--- src/rtl/game_pkg.sv ---
// Shared game types: FSM state encoding, BCD digit type and a binary-to-BCD
// helper used to build compile-time score constants.
package game_pkg;

    typedef enum logic [1:0] {
        ST_IDLE     = 2'd0,
        ST_PLAY     = 2'd1,
        ST_COOLDOWN = 2'd2,
        ST_WIN      = 2'd3
    } game_state_t;

    typedef logic [3:0] bcd_digit_t;

    // Values above 99 clamp to 99 so the result always fits two digits.
    function automatic logic [7:0] bin_to_bcd(input int unsigned value);
        int unsigned v;
        v = (value > 99) ? 99 : value;
        return {4'(v / 10), 4'(v % 10)};
    endfunction

endpackage

--- src/rtl/bcd_incrementer.sv ---
// Two-digit BCD +1 with enable; saturates at 99 instead of wrapping.
module bcd_incrementer
    import game_pkg::*;
(
    input  logic       en_i,
    input  bcd_digit_t tens_i,
    input  bcd_digit_t ones_i,
    output bcd_digit_t tens_o,
    output bcd_digit_t ones_o
);

    always_comb begin
        tens_o = tens_i;
        ones_o = ones_i;
        if (en_i) begin
            if (tens_i == 4'd9 && ones_i == 4'd9) begin
                tens_o = tens_i;
                ones_o = ones_i;
            end else if (ones_i == 4'd9) begin
                ones_o = '0;
                tens_o = tens_i + 4'd1;
            end else begin
                ones_o = ones_i + 4'd1;
            end
        end
    end

endmodule

--- src/rtl/hit_frame_manager.sv ---
// Turns per-pixel collision flags into at most one scoring hit per frame and
// sequences the game through idle, play, post-hit cooldown and win.
module hit_frame_manager
    import game_pkg::*;
#(
    parameter int unsigned COOLDOWN_FRAMES = 30,
    parameter int unsigned TARGET_SCORE    = 20
) (
    input  logic       clk,
    input  logic       resetN,
    input  logic       collision,
    input  logic       startOfFrame,
    input  logic       startGame,
    output logic       hitPulse,
    output logic [3:0] scoreTens,
    output logic [3:0] scoreOnes,
    output logic [1:0] gameState,
    output logic       win
);

    localparam logic [7:0] TARGET_BCD = bin_to_bcd(TARGET_SCORE);
    localparam logic [7:0] COOLDOWN_LOAD = 8'(COOLDOWN_FRAMES);

    game_state_t state_q;
    logic        seen_q;
    logic [7:0]  cnt_q;
    bcd_digit_t  tens_q, ones_q;
    bcd_digit_t  tens_d, ones_d;
    logic        hit_q;
    logic        hit_now;

    // A collision coinciding with startOfFrame still belongs to the closing frame.
    assign hit_now = (state_q == ST_PLAY) && startOfFrame && (seen_q || collision);

    bcd_incrementer u_inc (
        .en_i   (hit_now),
        .tens_i (tens_q),
        .ones_i (ones_q),
        .tens_o (tens_d),
        .ones_o (ones_d)
    );

    always_ff @(posedge clk or negedge resetN) begin
        if (!resetN) begin
            state_q <= ST_IDLE;
            seen_q  <= 1'b0;
            cnt_q   <= '0;
            tens_q  <= '0;
            ones_q  <= '0;
            hit_q   <= 1'b0;
        end else begin
            hit_q <= hit_now;
            case (state_q)
                ST_IDLE, ST_WIN: begin
                    seen_q <= 1'b0;
                    if (startGame) begin
                        state_q <= ST_PLAY;
                        tens_q  <= '0;
                        ones_q  <= '0;
                    end
                end
                ST_PLAY: begin
                    if (startOfFrame) begin
                        seen_q <= 1'b0;
                        if (hit_now) begin
                            tens_q <= tens_d;
                            ones_q <= ones_d;
                            if ({tens_d, ones_d} == TARGET_BCD) begin
                                state_q <= ST_WIN;
                            end else begin
                                state_q <= ST_COOLDOWN;
                                cnt_q   <= COOLDOWN_LOAD;
                            end
                        end
                    end else if (collision) begin
                        seen_q <= 1'b1;
                    end
                end
                ST_COOLDOWN: begin
                    seen_q <= 1'b0;
                    if (startOfFrame) begin
                        if (cnt_q != '0) begin
                            cnt_q <= cnt_q - 8'd1;
                        end
                        if (cnt_q <= 8'd1) begin
                            state_q <= ST_PLAY;
                        end
                    end
                end
                default: state_q <= ST_IDLE;
            endcase
        end
    end

    assign hitPulse  = hit_q;
    assign scoreTens = tens_q;
    assign scoreOnes = ones_q;
    assign gameState = state_q;
    assign win       = (state_q == ST_WIN);

endmodule

--- config.mk ---
export PLATFORM = sky130hd
export DESIGN_NAME = hit_frame_manager
export DESIGN_NICKNAME = d
export VERILOG_FILES = /design/src/rtl/game_pkg.sv /design/src/rtl/bcd_incrementer.sv /design/src/rtl/hit_frame_manager.sv
export SDC_FILE = /design/constraint.sdc
export NUM_CORES = 1
export LEC_CHECK = 0
export CAP_MARGIN = 20
export CORE_AREA = 10 10 62 64
export DETAILED_ROUTE_END_ITERATION = 7
export DIE_AREA = 0 0 72 74
export HOLD_SLACK_MARGIN = 0.08
export PLACE_DENSITY = 0.77
export SLEW_MARGIN = 30
export SYNTH_ARGS = -nofsm -noshare
export SYNTH_HDL_FRONTEND = slang
export SYNTH_HIERARCHICAL = 1
export SYNTH_SLANG_ARGS = --single-unit
export TNS_END_PERCENT = 100
--- constraint.sdc ---
create_clock -name clk -period 8.1 [get_ports clk]
set_clock_uncertainty 0.1 [all_clocks]
set_input_delay 0.81 -clock clk [delete_from_list [all_inputs] [get_ports clk]]
set_output_delay 0.81 -clock clk [all_outputs]
set_load 0.02 [all_outputs]
* Yosys cells after proc, flatten, opt, wreduce, memory -nomap -nowiden
Index checks and enable logic that the tools add are counted.
Cells by class: $add $sub $neg 3, $lt $le $gt $ge 1, equality and inequality tests 14, mux-type cells 29, reduce and logical (&&, ||, !) cells 13
Operators with widths (count):
- $mux 4 | 11
- $mux 8 | 5
- $pmux 4 s2 | 2
- $pmux 8 s2 | 1
- $ne 2x2->1 const B | 7
- $mux 2 | 5
- $add 4x1->4 const B | 2
- $eq 4x4->1 const B | 2
- $eq 8x6->1 const B | 1
- $le 8x1->1 const B | 1
- $reduce_bool 8->1 | 1
- $sub 8x1->8 const B | 1
- $pmux 2 s3 | 1
- $reduce_and 6->1 | 1
- $reduce_and 5->1 | 1
- $eq 2x2->1 const B | 2
- $reduce_and 4->1 | 1
- $reduce_bool 2->1 | 2
- $logic_and 1x1->1 | 3
- $mux 1 | 3
- $ne 3x3->1 const B | 1
- $reduce_or 3->1 | 1
- $eq 2x1->1 const B | 1
- $logic_not 2->1 | 1
- other kinds (3) | 3
Word-level totals: register bits after elaboration 20, input bits 5, word-level logic and storage cells 66

* Logic depth before layout (Yosys ltp)
depth after elaboration 9, mapped depth 12, mapped depth without buffers 10

* Modules after synthesis
Netlist, hierarchy kept.
Modules (own cells, without submodules):
- hit_frame_manager | instances 1, cells an instance 115, area each 1099.8 µm², seq. area each 500.5 µm²
- bcd_incrementer | instances 1, cells an instance 29, area each 196.4 µm², seq. area each 0.0 µm²

* Worst setup path before layout
No wires, ideal clock.
path type input -> register, start input collision, end register cnt_q[5], setup time 0.125 ns, arrival time 2.935 ns, path slack 4.940 ns, stages on the path 9, path buffers 1, cells stage by stage o211a_1 nand3b_1 or3_1 o21ai_1 nor4b_2 a311o_1 buf_6 nor4b_1 mux2_2
Between the ends: longest elaborated chain between the ends 6
RTL lines:
- start: declaration | RTL line hit_frame_manager.sv:11 | input logic collision,
- $logic_or 1x1->1 | RTL line hit_frame_manager.sv:33 | assign hit_now = (state_q == ST_PLAY) && startOfFrame && (seen_q || collision);
- $logic_and 1x1->1 | RTL line hit_frame_manager.sv:33
- $mux 4 | RTL line bcd_incrementer.sv:15 | if (en_i) begin
- net tens_d[2] | RTL line hit_frame_manager.sv:28 | bcd_digit_t tens_d, ones_d;
- $eq 8x6->1 | RTL line hit_frame_manager.sv:68 | if ({tens_d, ones_d} == TARGET_BCD) begin
- $ne 2x2->1 (no line)
- $reduce_and 6->1 (no line)
- end signal: assignment | RTL line hit_frame_manager.sv:83 | cnt_q <= cnt_q - 8'd1;
- end: declaration | RTL line hit_frame_manager.sv:26 | logic [7:0] cnt_q;
The timed path passes the listed nets, and every way through them passes these cells. A chain may end at the register's enable or synchronous reset.

* Worst setup path after layout
start register state_q[1], in the netlist gameState[1], end register cnt_q[2]
Between the ends: longest elaborated chain between the ends 7
RTL lines:
- start: declaration | RTL line hit_frame_manager.sv:24 | game_state_t state_q;
- start signal: assignment | RTL line hit_frame_manager.sv:45 | state_q <= ST_IDLE;
- start signal: assignment | RTL line hit_frame_manager.sv:57 | state_q <= ST_PLAY;
- start signal: assignment | RTL line hit_frame_manager.sv:69 | state_q <= ST_WIN;
- $eq 2x1->1 | RTL line hit_frame_manager.sv:33
- $logic_and 1x1->1 (2 in series) | RTL line hit_frame_manager.sv:33
- net hit_now | RTL line hit_frame_manager.sv:30 | logic hit_now;
- $mux 4 | RTL line bcd_incrementer.sv:15
- net tens_d[1] | RTL line hit_frame_manager.sv:28
- $eq 8x6->1 | RTL line hit_frame_manager.sv:68
- $ne 2x2->1 (no line)
- $reduce_and 6->1 (no line)
The timed path passes the listed nets, and every way through them passes these cells.

==> run summary <==
The flow ran to the end, and the final reports show no timing, DRC or antenna violations. After clock tree synthesis, the clock-pin slew on the worst setup and hold paths is 0.12 ns. The smallest setup slack after layout is 4.29 ns. For this run the aggregate overflow at the end of global routing stands at 0. The largest stage delay on the critical path is 0.51 ns. For this run, the number of Yosys warnings is 6. The path type of the worst setup path is register to register.

The number of design-rule violations left by the first detailed-router iteration is 104. The routed via count divided by cell count came out at 5.87. The tree built by TritonCTS fans out to 20 sinks.

In the final layout, the share of cells above drive strength 1 is 0.0881. The deepest clock path buffer count is 2. The initial core utilization came out at 0.487.

The reported leakage power came out at 0.631 nW. The post-detailed-route DRC marker count is 0. Yosys mapped a number of flops with a built-in enable equal to 0. For the pin with the worst max-slew slack, the measured transition is 0.789 ns. Broken down by cell family, the worst path's largest delay share belongs to simple AND/OR/NAND/NOR gates. Counting tap cells, the placed design contains a total of 186 instances.

Measured against its own limit, the worst slew margin works out to 0.473. The number of gates resized after CTS came out at 0. The library cell used most frequently in the layout, excluding fill and tap cells, is nand2_1. Setup repair after global routing left no endpoint under its margin. Of the available clock period, the critical path in the final layout requires 0.471. The post-route antenna net violation count came out at 0.

The combined area of all synthesized cells is 1300 sq um. Sorting the synthesized cells by area gives the leading types as dfrtp_1 39%, ha_1 6.8%, nand2_1 6.7%. The final layout contains 172 nets.

The total area inside the core boundary comes to 2660 sq um. Data on the critical path is required at its endpoint by 8.20 ns. For this design, the slowest cell found on the critical path is ha_1. The number of cell rows is 19.

In this run, synthesis produced a sequential element count of 20. The number of iterations in the first detailed-routing pass came out at 4. The mean routed wirelength per cell is 15.6 um. The latest clock arrival within the worst-skew pair is 0.31 ns. The number of slew-limit violations in the final report is 0. The maximum number of pins on one net before global-route repair is 21. The first global-routing pass estimated 4940 um of wire. The share of synthesized flip-flops with an asynchronous set or reset came out at 1.00. The number of H-tree levels came out at 1. Of the synthesized area, sequential elements account for 0.386. Timing analysis after detailed placement gives a worst setup slack of 4.06 ns. The worst supply voltage drop on vdd came out at 0.179 mV.

Post-CTS timing repair inserted 0 buffers for setup. The cell type with the highest aggregate area in the netlist is dfrtp_1. The routability congestion estimate came out at 0.804.

The number of I/O port buffers came out at 16. The repair_antennas step left the layout with diodes totalling 0. The count of different cell masters after synthesis is 41.

The net count of the mapped netlist is 156. The max-capacitance violation count is 0. For the worst setup path, the data arrival time is 3.91 ns. The floorplan step defined a die boundary enclosing 5330 sq um. The floorplan die width came out at 72 um. The number of global-route vias before repair is 1,120.

The gate count after technology mapping came out at 144. The highest achievable clock rate is 262 MHz. A synthesized cell averages 9.00 sq um. Among all flip-flop cells after synthesis, the most frequent one is dfrtp_1.

The top cell types in the final layout, fill and taps aside, are 23 x nand2_1, 20 x dfrtp_1, 15 x o21ai_0, 15 x clkdlybuf4s50_1. After clock tree synthesis, the flow added hold-fix buffers numbering 0. The boundary pin count came out at 17. The TritonCTS clock tree is built. Traced cell by cell, the critical path runs through inv_1 > ha_1 > o211a_1 > nand3b_1 > nor3_2 > mux2i_1 > nor4b_2 > a311o_1 > nor4_1 > or3b_2.

In this run the worst hold path is classified as input port to async pin. The final sum of negative setup slack is 0 ns. The non-filler instance count after layout came out at 190. CTS placed an instance of clkbuf_4 at the clock tree root. The number of antenna violations at the first check in global routing came out at 0. The area growth from synthesis to layout is 16.7%. The overall global routing resource usage came out at 0.111.

The portion of synthesized cell area occupied by the leading cell type is 0.386. For this design the ratio of total power to cell area is 272 nW/um^2. The number of clock buffers added by TritonCTS is 3. In this run the worst path has a maximum fanout of 18.

The category of the worst setup path capture point is a register. STA classifies the critical path startpoint as a register. The critical path buffer and inverter count came out at 1. The total detailed-routing wirelength is 2970 um.

The total half-perimeter wirelength after legalization and detailed placement came out at 2220 um. The via count is 1,115. The clock period could shrink to 3.81 ns. The final count of negative-setup-slack endpoints came out at 0. The vertical die dimension is 74 um. The final count of hold timing violations is 0.
==> synth_stat cells (all sizes together), types with 2 or more instances <==
cell and instances:
nand2 23, dfrtp 20, o21ai 17, inv 9, nor2 9, ha 7
mux2i 4, nand3b 4, nor4 4, clkbuf 3, mux2 3, nor2b 3
nor3 3, xor2 3, a21oi 2, buf 2, nand2b 2, nor3b 2
nor4b 2, o31ai 2, or3 2, or4 2
==> where the power goes <==
group          switching, W  internal (W)   total, W
Combinational      0.000116     0.0000737   0.000190
Sequential        0.0000195      0.000119   0.000138
Clock             0.0000328     0.0000500  0.0000828
Total              0.000168      0.000243   0.000411
==> final timing paths <==
path,startpoint,endpoint,slack [ns],cells past startpoint
min,resetN,cnt_q[6]$_DFFE_PN0P_,0.33,1
max reg2reg,gameState[1]$_DFFE_PN0P_,cnt_q[2]$_DFFE_PN0P_,4.29,10
max,gameState[1]$_DFFE_PN0P_,cnt_q[2]$_DFFE_PN0P_,4.29,10
max in group asynchronous,resetN,gameState[0]$_DFFE_PN0P_,7.25,1
min in group clk,cnt_q[1]$_DFFE_PN0P_,cnt_q[1]$_DFFE_PN0P_,0.44,1
min reg2reg,cnt_q[1]$_DFFE_PN0P_,cnt_q[1]$_DFFE_PN0P_,0.44,1
==> through the flow <==
stage          hold slack, ns   util  instance area (sq um)  power [W]
6_report                0.330  0.568                   1510   0.000411
3_5_place_dp            0.411  0.549                   1460   0.000325
2_1_floorplan           0.381      -                   1300   0.000278
4_1_cts                 0.442  0.569                   1510   0.000409
3_3_place_gp            0.396  0.549                   1460   0.000316
5_1_grt                 0.345  0.568                   1510   0.000439
==> logic make-up (layout without fill, tap and decap cells) <==
| logic type | count (synthesis) | after routing | synth area share |
|---|---|---|---|
| AO/OA/AOI/OAI | 30 | 30 | 0.153 |
| flip-flops | 20 | 20 | 0.386 |
| AND/OR/NAND/NOR | 63 | 63 | 0.264 |
| multiplexers | 7 | 7 | 0.0569 |
| XOR/XNOR | 3 | 3 | 0.0203 |
| buffers and inverters | 14 | 29 | 0.0521 |
| adder cells (fa/ha/maj) | 7 | 7 | 0.0676 |
==> cell type report <==
| class | instances | area, sq um |
|---|---|---|
| clock buffers | 3 | 22.5 |
| clock inverters | 1 | 30.0 |
| fillers | 247 | 1150 |
| inverters | 9 | 33.8 |
| multi-input cells | 110 | 732 |
| flip-flops and latches | 20 | 500 |
| well taps | 31 | 38.8 |
| repair buffers | 16 | 155 |
==> registers in the layout (all words and copies together), names as in the netlist <==
signal / flops
cnt_q: 8
gameState: 2
hitPulse: 1
scoreOnes: 4
scoreTens: 4
seen_q: 1
==> layer usage <==
metal  up-vias  wire length (um)  track usage
li1        545                 -            -
met1       526              1200        0.108
met2        33              1480        0.209
met3        11               190       0.0346
met4         0                98       0.0559
met5         -                 0            0
==> worst register-to-register path: cells and delay by family (launching register included) <==
kind	cells	cell delay, ns
adder cells (fa/ha/maj)	1	0.51
AND/OR/NAND/NOR	5	1.46
flip-flops	1	0.45
buffers and inverters	1	0.07
multiplexers	1	0.26
AO/OA/AOI/OAI	2	0.86
Power figures use the tool's default switching activity.
